### config.mk
export PLATFORM = sky130hd
export DESIGN_NAME = fetch_queue
export DESIGN_NICKNAME = d
export VERILOG_FILES = /design/src/rtl/fetch_pkg.sv /design/src/rtl/fetch_queue_fifo.sv /design/src/rtl/fetch_queue.sv
export SDC_FILE = /design/constraint.sdc
export NUM_CORES = 1
export LEC_CHECK = 0
export BUFFER_PORTS_ARGS = -buffer_cell sky130_fd_sc_hd__buf_2
export CAP_MARGIN = 20
export CELL_PAD_IN_SITES_DETAIL_PLACEMENT = 1
export CELL_PAD_IN_SITES_GLOBAL_PLACEMENT = 1
export CORE_ASPECT_RATIO = 0.75
export CORE_UTILIZATION = 49
export DETAILED_ROUTE_END_ITERATION = 12
export PLACE_DENSITY_LB_ADDON = 0.08
export SLEW_MARGIN = 20
export SYNTH_ARGS = -nofsm -noshare
export SYNTH_HDL_FRONTEND = slang
export SYNTH_SLANG_ARGS = --single-unit
### constraint.sdc
create_clock -name clk -period 6.35 [get_ports clk]
set_clock_uncertainty 0.05 [all_clocks]
set_input_delay 0.3175 -clock clk [delete_from_list [all_inputs] [get_ports clk]]
set_output_delay 0.3175 -clock clk [all_outputs]
set_load 0.03 [all_outputs]
### src/rtl/fetch_pkg.sv
// Shared types and constants for the fetch queue block.
package fetch_pkg;

  // Fetch sequencer states: free to issue, waiting on a live response,
  // or waiting on a response that a redirect has made stale.
  typedef enum logic [1:0] {
    FQ_ISSUE = 2'd0,
    FQ_WAIT  = 2'd1,
    FQ_DROP  = 2'd2
  } fq_state_e;

  // Default buffered entry layout (32-bit instruction and PC).
  typedef struct packed {
    logic [31:0] insn;
    logic [31:0] pc;
  } fq_entry_t;

  // Bytes per instruction word; also the PC increment.
  localparam int INSN_BYTES = 4;

  // 32-bit add that sticks at all-ones instead of wrapping.
  function automatic logic [31:0] fq_sat_add(input logic [31:0] a, input logic [31:0] b);
    logic [32:0] sum;
    sum = {1'b0, a} + {1'b0, b};
    return sum[32] ? 32'hFFFF_FFFF : sum[31:0];
  endfunction

endpackage

### src/rtl/fetch_queue_fifo.sv
// fq_fifo: DEPTH-entry FIFO with flush and a registered head entry.
// The head register is reloaded every cycle from the entry that will be at
// the front after this edge, so the head is visible one cycle after a push
// into an empty FIFO and holds its last value while empty.
module fq_fifo
  import fetch_pkg::*;
#(
  parameter int  DEPTH   = 4,
  parameter type entry_t = fq_entry_t
) (
  input  logic                   clk,
  input  logic                   rst,
  input  logic                   push_i,
  input  entry_t                 push_data_i,
  input  logic                   pop_i,
  input  logic                   flush_i,
  output logic [$clog2(DEPTH):0] count_o,
  output logic                   valid_o,
  output entry_t                 head_o
);

  localparam int PW = $clog2(DEPTH);

  entry_t        mem_q [DEPTH];
  logic [PW-1:0] wr_ptr_q, wr_ptr_d;
  logic [PW-1:0] rd_ptr_q, rd_ptr_d;
  logic [PW:0]   count_q, count_d;
  entry_t        head_q, head_d;
  logic          do_push, do_pop;

  // Next pointers, occupancy and the entry that becomes the head.
  always_comb begin
    wr_ptr_d = wr_ptr_q;
    rd_ptr_d = rd_ptr_q;
    count_d  = count_q;
    head_d   = head_q;
    do_push  = 1'b0;
    do_pop   = 1'b0;
    if (flush_i) begin
      wr_ptr_d = '0;
      rd_ptr_d = '0;
      count_d  = '0;
    end else begin
      do_push = push_i;
      do_pop  = pop_i && (count_q != '0);
      if (do_push) wr_ptr_d = wr_ptr_q + 1'b1;
      if (do_pop)  rd_ptr_d = rd_ptr_q + 1'b1;
      count_d = count_q + (PW+1)'(do_push) - (PW+1)'(do_pop);
      if (count_d != '0) begin
        // The new head may be the entry being written this very edge.
        head_d = (do_push && (wr_ptr_q == rd_ptr_d)) ? push_data_i : mem_q[rd_ptr_d];
      end
    end
  end

  // Storage array, written only; never reset so it can map to RAM.
  always_ff @(posedge clk) begin
    if (rst && do_push) mem_q[wr_ptr_q] <= push_data_i;
  end

  // Pointer, occupancy and head registers.
  always_ff @(posedge clk) begin
    if (!rst) begin
      wr_ptr_q <= '0;
      rd_ptr_q <= '0;
      count_q  <= '0;
      head_q   <= '0;
    end else begin
      wr_ptr_q <= wr_ptr_d;
      rd_ptr_q <= rd_ptr_d;
      count_q  <= count_d;
      head_q   <= head_d;
    end
  end

  assign count_o = count_q;
  assign valid_o = (count_q != '0);
  assign head_o  = head_q;

endmodule

### src/rtl/fetch_queue.sv
// fetch_queue: PC sequencer plus single-outstanding instruction fetch into a
// small FIFO feeding decode. Redirects flush the FIFO and mark any in-flight
// response stale. Optional performance counters are built when the macro
// FETCH_QUEUE_PERF_EN is defined; otherwise the perf ports read zero.
module fetch_queue
  import fetch_pkg::*;
#(
  parameter int          AWIDTH   = 32,
  parameter int          DWIDTH   = 32,
  parameter int          DEPTH    = 4,
  parameter logic [31:0] PC_RESET = 32'h0100_0000
) (
  input  logic              clk,
  input  logic              rst,
  output logic              mem_req_o,
  output logic [AWIDTH-1:0] mem_addr_o,
  input  logic              mem_ready_i,
  input  logic              mem_rvalid_i,
  input  logic [DWIDTH-1:0] mem_rdata_i,
  input  logic              redirect_i,
  input  logic [AWIDTH-1:0] redirect_pc_i,
  output logic              insn_valid_o,
  input  logic              insn_ready_i,
  output logic [DWIDTH-1:0] insn_o,
  output logic [AWIDTH-1:0] pc_o,
  output logic [31:0]       perf_fetched_o,
  output logic [31:0]       perf_dropped_o,
  output logic [31:0]       perf_stall_o
);

  localparam int                CW         = $clog2(DEPTH) + 1;
  localparam logic [CW-1:0]     DEPTH_C    = CW'(DEPTH);
  localparam logic [AWIDTH-1:0] ALIGN_MASK = ~AWIDTH'(3);
  localparam logic [AWIDTH-1:0] PC_RESET_C = AWIDTH'(PC_RESET) & ALIGN_MASK;

  typedef struct packed {
    logic [DWIDTH-1:0] insn;
    logic [AWIDTH-1:0] pc;
  } fq_slot_t;

  fq_state_e         state_q, state_d;
  logic [AWIDTH-1:0] next_pc_q, next_pc_d;
  logic [AWIDTH-1:0] pend_pc_q, pend_pc_d;
  logic              push, pop;
  fq_slot_t          push_data, head;
  logic [CW-1:0]     fifo_count;
  logic              fifo_valid;

  // Sequencer next state, PC update and request generation.
  always_comb begin
    state_d   = state_q;
    next_pc_d = next_pc_q;
    pend_pc_d = pend_pc_q;
    push      = 1'b0;
    // The credit check at issue time guarantees room for the response,
    // since nothing else can push while the single request is in flight.
    mem_req_o = rst && (state_q == FQ_ISSUE) && (fifo_count < DEPTH_C) && !redirect_i;
    unique case (state_q)
      FQ_ISSUE: begin
        if (mem_req_o && mem_ready_i) begin
          state_d   = FQ_WAIT;
          pend_pc_d = next_pc_q;
          next_pc_d = next_pc_q + AWIDTH'(INSN_BYTES);
        end
      end
      FQ_WAIT: begin
        // A response landing with a redirect is consumed and thrown away;
        // nothing is left outstanding, so issuing can resume directly.
        if (mem_rvalid_i) begin
          push    = !redirect_i;
          state_d = FQ_ISSUE;
        end else if (redirect_i) begin
          state_d = FQ_DROP;
        end
      end
      FQ_DROP: begin
        if (mem_rvalid_i) state_d = FQ_ISSUE;
      end
      default: state_d = FQ_ISSUE;
    endcase
    if (redirect_i) next_pc_d = redirect_pc_i & ALIGN_MASK;
  end

  // Sequencer registers.
  always_ff @(posedge clk) begin
    if (!rst) begin
      state_q   <= FQ_ISSUE;
      next_pc_q <= PC_RESET_C;
      pend_pc_q <= '0;
    end else begin
      state_q   <= state_d;
      next_pc_q <= next_pc_d;
      pend_pc_q <= pend_pc_d;
    end
  end

  assign mem_addr_o = next_pc_q;
  assign push_data  = '{insn: mem_rdata_i, pc: pend_pc_q};
  assign pop        = fifo_valid && insn_ready_i && !redirect_i;

  fq_fifo #(
    .DEPTH   (DEPTH),
    .entry_t (fq_slot_t)
  ) u_fifo (
    .clk         (clk),
    .rst         (rst),
    .push_i      (push),
    .push_data_i (push_data),
    .pop_i       (pop),
    .flush_i     (redirect_i),
    .count_o     (fifo_count),
    .valid_o     (fifo_valid),
    .head_o      (head)
  );

  assign insn_valid_o = fifo_valid;
  assign insn_o       = head.insn;
  assign pc_o         = head.pc;

`ifdef FETCH_QUEUE_PERF_EN
  logic [31:0] perf_fetched_q, perf_dropped_q, perf_stall_q;
  logic        resp_drop;
  logic [31:0] drop_inc;

  assign resp_drop = mem_rvalid_i &&
                     ((state_q == FQ_DROP) || ((state_q == FQ_WAIT) && redirect_i));
  assign drop_inc  = 32'(resp_drop) + (redirect_i ? 32'(fifo_count) : 32'd0);

  // Saturating event counters.
  always_ff @(posedge clk) begin
    if (!rst) begin
      perf_fetched_q <= '0;
      perf_dropped_q <= '0;
      perf_stall_q   <= '0;
    end else begin
      perf_fetched_q <= fq_sat_add(perf_fetched_q, 32'(push));
      perf_dropped_q <= fq_sat_add(perf_dropped_q, drop_inc);
      perf_stall_q   <= fq_sat_add(perf_stall_q, 32'(insn_ready_i && !fifo_valid));
    end
  end

  assign perf_fetched_o = perf_fetched_q;
  assign perf_dropped_o = perf_dropped_q;
  assign perf_stall_o   = perf_stall_q;
`else
  assign perf_fetched_o = 32'd0;
  assign perf_dropped_o = 32'd0;
  assign perf_stall_o   = 32'd0;
`endif

`ifndef SYNTHESIS
  // Memory must never return data while nothing is outstanding.
  a_no_rvalid_in_issue: assert property (@(posedge clk) disable iff (!rst)
    !((state_q == FQ_ISSUE) && mem_rvalid_i));
`endif

endmodule

==> results.yml, run 1 <==
status:
  status: "complete, no violations"
pwr:
  leakagePower_nw: 8.57
  peakVddDrop_mv: 0.139
  power_density_nw_per_um2: 251
  power_mw: 5.40
cells_and_area:
  post-route-util_pct: 56.0
  final_cell_mix: "285 x nand2_1, 248 x edfxtp_1, 161 x buf_2"
  drive_gt1_share_pct: 20.1
  nNetsFinal: 1954
  num-fill-cells: 4041
  syn2layout_area_growth_pct: 12.2
  final_common_cell: "nand2_1"
yosys:
  synth_cell_types: 62
  synth_area_leaders: "edfxtp_1 39%, dfxtp_1 14%, nand2_1 5.6%, a211oi_1 4.9%, buf_4 4.3%"
  yosysWarnings: 0
  ys_seq_area_share_pct: 52.5
  synth_seq_cells: 379
  synth_area_per_cell_um2: 10.9
  synth-edff-count: 248
  async_flop_share_pct: 0
  yosysTopAreaCell: "edfxtp_1"
  synth_top_flop_cell: "edfxtp_1"
  netlist_instances: 1757
  yosys.area.top_type_share_pct: 38.9
  syn_area_um2: 19200
floorplan:
  die_h_um: 173
  core-area_um2: 38400
  die_area_um2: 39900
  pin_count: 264
  initial_core_util_pct: 49.9
  rows: 62
  chipWidth_um: 230
cts:
  cts.clk_slew.worst_paths_ps: 60
  numCtsBuffers: 41
  cts.sinks: 379
  ctsHoldBuffers: 48
  post_cts_buffers: 0
  cts_root_buffer: "clkbuf_16"
  clk_latency_ps: 540
  cts_tree: "yes"
  htree_levels: 2
  cts_buffer_depth: 3
  cts.repair.resized: 0
timing:
  slew_violations: 0
  tightest_slew_ps: 1220
  setup_viol: 0
  fin_crit_ps: 4320
  fmax_ghz: 0.232
  finalHoldViolations: 0
  fin_crit_sh_pct: 68.0
  setup_tns_ps: 0
  fin_ws_ps: 2030
  relSlewSlack_pct: 18.9
  grt_setup_unrepaired: "no"
critical_path:
  rr_startpoint: "u_fifo.count_o[2]"
  path_class: "flip-flop to flip-flop"
  crit_chain: "nor3_4, inv_6, nand2_8, clkinv_2, ha_1, inv_1, ha_1, fa_1, xnor2_1, xnor2_1, nor3_1, nand2b_4, buf_12, o31ai_2"
  crit_arrival_ps: 4680
  cp_num_buf_inv: 4
  path_delay_family: "simple AND/OR/NAND/NOR gates"
  crit_path_max_incr_delay_ps: 790
  required_ps: 6720
  critPathMaxFanout: 80
  startpoint: "u_fifo.count_o[2]"
  critPathSlowestCell: "nand2b_4"
  start_kind: "flip-flop"
  end_kind: "flip-flop"
global_routing:
  use_met3_pct: 3.45
  grt-ovfl-total: 0
  grt.met2_usage_pct: 42.4
  antenna_found_initial: 3
  grt.busiest_layer: "met2"
  use_met1_pct: 33.5
  grt_pass1_vias: 14800
  grt_pass1_wl_um: 80200
  grt_max_degree: 225
  track_usage_pct: 25.3
drt:
  post_drt_wl_per_cell_um: 21.0
  drt_pass1_iterations: 4
  postRouteAntennaNets: 0
  wirelength_um: 50800
  routed_via_density: 5.85
  drc_errors: 0
  vias: 14100
  drt_iter0_drc: 874
hold_path:
  hold_path.startpoint: "redirect_pc_i[28]"
  hold_path.class: "primary input to flip-flop"
placed_design:
  port_buffers: 161
  post-place-ws_ps: 1890
  place.gp.congestion: 0.767
  place.detailed.hpwl_um: 29400
flow_run:
  cap_violations: 0
## synthesized netlist by cell type (all sizes together), types with 7 or more instances
| cell type | number |
|---|---|
| nand2 | 287 |
| edfxtp | 248 |
| a211oi | 186 |
| buf | 157 |
| dfxtp | 131 |
| and3 | 129 |
| clkbuf | 95 |
| a21oi | 79 |
| nor2 | 71 |
| mux2i | 63 |
| o31ai | 63 |
| a311oi | 62 |
| a21boi | 33 |
| o21ai | 22 |
| nand3 | 18 |
| inv | 13 |
| xnor2 | 13 |
| xor2 | 13 |
| and2 | 11 |
| ha | 7 |
| nor3 | 7 |
## worst paths after layout
check	slack, ps	cells after the start	endpoint
setup / recovery	2030	14	u_fifo.head_o[17]
hold / removal	20	3	mem_addr_o[28]
setup reg to reg	2030	14	u_fifo.head_o[17]
hold reg to reg	400	2	u_fifo.head_o[63]
## per-layer routing
layer / part of all wire (%) / routed length, um
met5: 0.026 / 13
met1: 45 / 22800
met2: 48 / 24600
met3: 4.1 / 2100
met4: 2.5 / 1250
## tightest hold or removal path, stage by stage
cell     delay (ps)
buf_2           100
nand3_1          80
o21ai_1          60
## power by group
group	switching, mW	internal [mW]	total, mW
Combinational	0.249	0.0961	0.345
Sequential	0.0346	2.64	2.67
Clock	0.960	1.42	2.38
## final cells by class
| cell class | instances | area (um^2) | share of cell area, % |
|---|---|---|---|
| sequential | 379 | 10100 | 46.9 |
| inverter | 14 | 58.8 | 0.273 |
| antenna | 2 | 5.00 | 0.0233 |
| tap | 512 | 641 | 2.98 |
| timing repair buffer | 229 | 1470 | 6.85 |
| multi-input combinational | 1211 | 7930 | 36.9 |
| clock buffer | 56 | 1140 | 5.32 |
| clock inverter | 16 | 178 | 0.826 |
## stage by stage
| step | cell area, um^2 | hold slack [ps] | std cells |
|---|---|---|---|
| 2_1_floorplan | 19500 | 344 | 1856 |
| 3_3_place_gp | 19700 | 383 | 2297 |
| 3_5_place_dp | 19700 | 393 | 2297 |
| 4_1_cts | 21500 | 2.89 | 2417 |
| 5_1_grt | 21500 | 18.0 | 2419 |
| 6_report | 21500 | 16.6 | 2419 |
## cell families (layout without fill, tap and decap cells)
kind of cell,after synthesis,count (layout),synth area share (%)
adders and majority gates,8,8,0.561
and+or+nand+nor,549,549,13.5
other,1,102,0.0196
DFF,379,379,52.5
xor gates and xnor gates,26,26,1.19
buffers and inverters,266,315,8.23
AOI/OAI and AO/OA,462,462,20.5
muxes,66,66,3.47
## sequential cells by signal (all words and copies together) (netlist names)
signal	count
state_q	2
u_fifo.head_o	62
u_fifo.wr_ptr_q	2
u_fifo.count_o	3
u_fifo.mem_q	248
mem_addr_o	30
u_fifo.rd_ptr_q	2
pend_pc_q	30
Note: power is estimated with default switching activity, not from simulation.
==> run 2: changes to the inputs <==
--- a/config.mk
+++ b/config.mk
@@ -10,7 +10,7 @@
 export CELL_PAD_IN_SITES_DETAIL_PLACEMENT = 1
 export CELL_PAD_IN_SITES_GLOBAL_PLACEMENT = 1
 export CORE_ASPECT_RATIO = 0.75
-export CORE_UTILIZATION = 49
+export CORE_UTILIZATION = 41
 export DETAILED_ROUTE_END_ITERATION = 12
 export PLACE_DENSITY_LB_ADDON = 0.08
 export SLEW_MARGIN = 20
==> constraint.sdc (replaced) <==
create_clock -name clk -period 3.75 [get_ports clk]
set_clock_uncertainty 0.05 [all_clocks]
set_input_delay 0.1875 -clock clk [delete_from_list [all_inputs] [get_ports clk]]
set_output_delay 0.1875 -clock clk [all_outputs]
set_load 0.03 [all_outputs]
==> run 2 against run 1 <==
Worst setup slack worse by 1600 ps. Utilization is 7.9 points lower. Count of clock-buffer cells in the layout up 1. Worst hold slack gained 86 ps. Final cell count is 6.5% higher. Power is 72% higher. Via count hardly changed. Fmax is 31% higher. First-iteration DRC count shrank 12%. Final area grew 2.9%. Sequential power up 70%. Critical endpoint is now u_fifo.head_o[59]. Largest cell class unchanged.
==> results.yml, run 2 (synthesis results as in run 1) <==
pwr:
  sequentialPowerShare_pct: 48.7
  p_int_mw: 7.13
  power_density_nw_per_um2: 420
  power.switching_mw: 2.17
  clkPwrFrac_pct: 44.6
  p_comb_share_pct: 6.7
  switching_share_pct: 23.3
  leakagePower_nw: 8.81
  peakVddDrop_mv: 0.283
placed_design:
  dp.cells: 2438
  place.detailed.hpwl_um: 30900
  port_buffers: 161
  place.gp.congestion: 0.735
  placed_cell_area_um2: 20100
floorplan:
  die_area_um2: 47600
  die_h_um: 189
  chipWidth_um: 252
  initial_core_util_pct: 41.6
  core-area_um2: 46000
  rows: 68
  pin_count: 264
critical_path:
  rr_endpoint: "u_fifo.head_o[59]"
  path_class: "flip-flop to flip-flop"
  crit_chain: "nor3_4, inv_6, nand2_8, buf_12, buf_4, a211oi_1, a311oi_1, a211oi_2, o31ai_2"
  crit_path_max_incr_delay_ps: 800
  required_ps: 4170
  rr_startpoint: "u_fifo.count_o[0]"
  crit_arrival_ps: 3720
  start_kind: "flip-flop"
  ff2ff_path_depth: 9
  critPathMaxFanout: 177
  rrSetupSlack_ps: 450
  critPathSlowestCell: "buf_4"
  path_delay_family: "buffers and inverters"
  cp_num_buf_inv: 3
  end_kind: "flip-flop"
drt:
  drc_errors: 0
  drt_pass1_iterations: 4
  wirelength_um: 53700
  post_drt_wl_per_cell_um: 20.9
  routed_via_density: 5.49
  drt_iter0_drc: 769
  postRouteAntennaNets: 0
  vias: 14200
cells_and_area:
  final_area_um2: 22100
  final_cell_mix: "286 x nand2_1, 248 x edfxtp_1, 161 x buf_2"
  nNetsFinal: 1992
  instances_no_fill: 2577
  drive_gt1_share_pct: 21.0
  largest_reg_flops: 248
  final_common_cell: "nand2_1"
  syn2layout_area_growth_pct: 15.5
  top_register: "u_fifo.mem_q"
  diodes: 0
flow_run:
  cap_violations: 0
timing:
  grt_setup_unrepaired: "no"
  tightest_slew_ps: 1010
  finalHoldViolations: 0
  fin_crit_sh_pct: 88.1
  setup_viol: 0
  slew_violations: 0
  relSlewSlack_pct: 32.9
  setup_tns_ps: 0
  fmax_ghz: 0.303
  fin_crit_ps: 3300
hold_path:
  min_to: "u_fifo.rd_ptr_q[0]"
  hold_path.startpoint: "insn_ready_i"
  hold_path.class: "primary input to flip-flop"
  min_delay_path_depth: 4
global_routing:
  grt_pass1_wl_um: 82700
  track_usage_pct: 22.2
  grt_pass1_vias: 14600
  grt-ovfl-total: 0
  antenna_found_initial: 1
  grt_max_degree: 178
cts:
  cts_root_buffer: "clkbuf_16"
  cts.repair.resized: 0
  clk_latency_ps: 550
  cts.clk_slew.worst_paths_ps: 60
  cts_buffer_depth: 3
  cts_tree: "yes"
  numCtsBuffers: 41
  htree_levels: 2
  cts.sinks: 379
status:
  status: "complete, no violations"
## run 2: cell count changes in the layout (fill, tap and decap cells not counted), moves of 2 or more
| cell | previous run | this run |
|---|---|---|
| diode_2 | 2 | 0 |
| buf_12 | 3 | 11 |
| buf_4 | 17 | 32 |
| clkinv_2 | 5 | 7 |
| dlygate4sd3_1 | 48 | 63 |
## run 2: per-stage QoR
stage | setup slack [ps] | power (mW) | utilization [%] | hold slack (ps)
after floorplan | 424 | 5.07 | - | 214
after global placement | 524 | 5.17 | 43.7 | 360
after global routing | 242 | 9.61 | 48.1 | 115
after CTS | 432 | 9.40 | 48.1 | 71.2
after detailed placement | 458 | 5.18 | 43.7 | 365
final | 446 | 9.30 | 48.1 | 103
## run 2: final cells by class
type                       count  area [um^2]
timing repair buffer         267         1900
fill                        4935        23900
clock buffer                  57         1180
inverter                      14         58.8
tap                          630          788
sequential                   379        10100
clock inverter                19          193
multi-input combinational   1211         7940
## run 2: how the worst max path moves through the flow
stage,cells after the start,slack (ps),from,to
finish,9,450,u_fifo.count_o[0],u_fifo.head_o[59]
global route,15,240,u_fifo.count_o[0],u_fifo.head_o[10]
CTS,9,430,u_fifo.count_o[0],u_fifo.head_o[62]
detailed placement,9,460,u_fifo.count_o[0],u_fifo.head_o[59]
global placement,9,520,u_fifo.count_o[0],u_fifo.head_o[63]
floorplan,16,420,u_fifo.count_o[0],u_fifo.head_o[10]
## run 2: timing repair
| action | in CTS | in global routing |
|---|---|---|
| hold endpoints to repair | 193 | 0 |
| buffers inserted | 0 | 0 |
| hold buffers | 63 | 0 |
## run 2: worst register-to-register path, stage by stage (launching register included)
cell and delay, ps:
dfxtp_1 330, nor3_4 300, inv_6 70, nand2_8 80, buf_12 650, buf_4 810
a211oi_1 230, a311oi_1 370, a211oi_2 100, o31ai_2 240
## run 2: power groups by stage
stage	clock network, mW	logic (mW)	registers, mW
after floorplan	0	0.404	4.67
after global placement	0	0.558	4.62
after detailed placement	0	0.566	4.62
after CTS	4.25	0.619	4.53
after global routing	4.41	0.665	4.53
final	4.15	0.620	4.53
## run 2: metal layers
metal	up-vias	routed length (um)	track usage (%)
li1	6657	-	-
met3	85	2050	3.29
met4	2	1030	6.80
met2	285	25800	37.5
met1	7127	24900	29.4
met5	-	8	0
==> run 3: changes to the inputs <==
--- a/config.mk
+++ b/config.mk
@@ -5,6 +5,7 @@
 export SDC_FILE = /design/constraint.sdc
 export NUM_CORES = 1
 export LEC_CHECK = 0
+export ABC_CLOCK_PERIOD_IN_PS = 3750
 export BUFFER_PORTS_ARGS = -buffer_cell sky130_fd_sc_hd__buf_2
 export CAP_MARGIN = 20
 export CELL_PAD_IN_SITES_DETAIL_PLACEMENT = 1
@@ -13,6 +14,7 @@
 export CORE_UTILIZATION = 41
 export DETAILED_ROUTE_END_ITERATION = 12
 export PLACE_DENSITY_LB_ADDON = 0.08
+export SETUP_SLACK_MARGIN = 0.5
 export SLEW_MARGIN = 20
 export SYNTH_ARGS = -nofsm -noshare
 export SYNTH_HDL_FRONTEND = slang
==> run 3 against run 2 <==
Worst hold slack barely moved. Utilization increased by 0.16 points. Sequential cell count unchanged. Power about the same. Final area up 0.34%.
==> results.yml, run 3 (synthesis results as in run 1) <==
drt:
  wirelength_um: 54100
  post_drt_wl_per_cell_um: 21.0
  routed_via_density: 5.50
  vias: 14200
  drt_pass1_iterations: 4
  drt_iter0_drc: 754
  drc_errors: 0
  postRouteAntennaNets: 0
cells_and_area:
  final_common_cell: "nand2_1"
  top_register: "u_fifo.mem_q"
  final_area_um2: 22200
  syn2layout_area_growth_pct: 15.9
  final_cell_mix: "286 x nand2_1, 248 x edfxtp_1, 161 x buf_2"
  nNetsFinal: 1998
  drive_gt1_share_pct: 21.3
  diodes: 0
  largest_reg_flops: 248
cts:
  clk_latency_ps: 550
  cts.clk_slew.worst_paths_ps: 60
  cts_buffer_depth: 3
  numCtsBuffers: 41
  cts.sinks: 379
  cts_root_buffer: "clkbuf_16"
  cts_tree: "yes"
  htree_levels: 2
pwr:
  p_comb_share_pct: 6.8
  sequentialPowerShare_pct: 48.7
  power_density_nw_per_um2: 419
  clkPwrFrac_pct: 44.6
  switching_share_pct: 23.3
  peakVddDrop_mv: 0.281
  leakagePower_nw: 8.85
  p_int_mw: 7.13
  power.switching_mw: 2.17
timing:
  setup_viol: 0
  fin_crit_ps: 3200
  setup_tns_ps: 0
  grt_setup_unrepaired: "no"
  slew_violations: 0
  fmax_ghz: 0.312
  tightest_slew_ps: 1040
  fin_crit_sh_pct: 85.5
  finalHoldViolations: 0
  relSlewSlack_pct: 30.7
  worst_hold_slack_ps: 103
critical_path:
  end_kind: "flip-flop"
  crit_path_max_incr_delay_ps: 590
  critPathMaxFanout: 177
  critPathSlowestCell: "buf_6"
  path_delay_family: "buffers and inverters"
  cp_num_buf_inv: 3
  crit_arrival_ps: 3620
  crit_chain: "nor3_4, inv_6, nand2_8, buf_16, buf_6, a211oi_1, a311oi_1, a211oi_2, o31ai_2"
  required_ps: 4170
  path_class: "flip-flop to flip-flop"
  start_kind: "flip-flop"
global_routing:
  grt_pass1_wl_um: 82800
  antenna_found_initial: 1
  grt_pass1_vias: 14600
  grt_max_degree: 178
  track_usage_pct: 22.3
  grt-ovfl-total: 0
floorplan:
  pin_count: 264
  rows: 68
  core-area_um2: 46000
  initial_core_util_pct: 41.6
  chipWidth_um: 252
  die_h_um: 189
  die_area_um2: 47600
placed_design:
  port_buffers: 161
  placed_cell_area_um2: 20100
  place.gp.congestion: 0.735
  place.detailed.hpwl_um: 30900
flow_run:
  cap_violations: 0
hold_path:
  hold_path.class: "primary input to flip-flop"
status:
  status: "complete, no violations"
-- run 3: tightest hold or removal path, delay by kind of cell --
family | cells | cell delay (ps)
compound gates | 1 | 170
buf+inv | 1 | 110
simple gates | 2 | 180
-- run 3: cell type report --
| cell class | instances | area (um^2) |
|---|---|---|
| Tap cell | 630 | 788 |
| Clock inverter | 19 | 193 |
| Fill cell | 4934 | 23800 |
| Multi-Input combinational cell | 1212 | 7950 |
| Sequential cell | 379 | 10100 |
| Timing Repair Buffer | 272 | 1960 |
| Inverter | 14 | 58.8 |
| Clock buffer | 57 | 1180 |
-- run 3: through the flow --
stage | setup slack, ps | utilization, % | power [mW] | instances
2_1_floorplan | 424 | - | 5.07 | 1856
3_3_place_gp | 524 | 43.7 | 5.17 | 2438
3_5_place_dp | 458 | 43.7 | 5.18 | 2438
4_1_cts | 568 | 48.2 | 9.40 | 2582
5_1_grt | 462 | 48.2 | 9.62 | 2583
6_report | 545 | 48.2 | 9.30 | 2583
-- run 3: layer usage --
layer  part of all wire (%)  wire length, um  up-vias  track usage (%)
met5                  0.015                8        -                0
met1                     46            25100     7154             29.5
met4                    1.9             1020        2             6.80
met2                     48            25900      305             37.6
li1                       -                -     6665                -
met3                    3.8             2070       83             3.29
-- run 3: worst paths after layout --
kind	from	end	slack, ps	depth (start not counted)
worst max-delay path	u_fifo.count_o[0]	u_fifo.head_o[59]	550	9
worst min-delay path	insn_ready_i	u_fifo.rd_ptr_q[0]	100	4
worst max register to register	u_fifo.count_o[0]	u_fifo.head_o[59]	550	9
worst min register to register	u_fifo.head_o[58]	u_fifo.head_o[58]	400	2
-- run 3: repair_timing --
action	CTS	global route
hold buffers	63	0
endpoints found under the setup margin	25	62
gates cloned	0	1
hold endpoints to repair	193	0
gates resized for setup	1	2
buffers inserted	5	0
-- run 3: power by group through the flow --
| stage | combinational (mW) | clock (mW) | sequential [mW] |
|---|---|---|---|
| after floorplan | 0.404 | 0 | 4.67 |
| after global placement | 0.558 | 0 | 4.62 |
| after detailed placement | 0.566 | 0 | 4.62 |
| after CTS | 0.628 | 4.25 | 4.53 |
| after global routing | 0.675 | 4.41 | 4.53 |
| final | 0.629 | 4.14 | 4.53 |
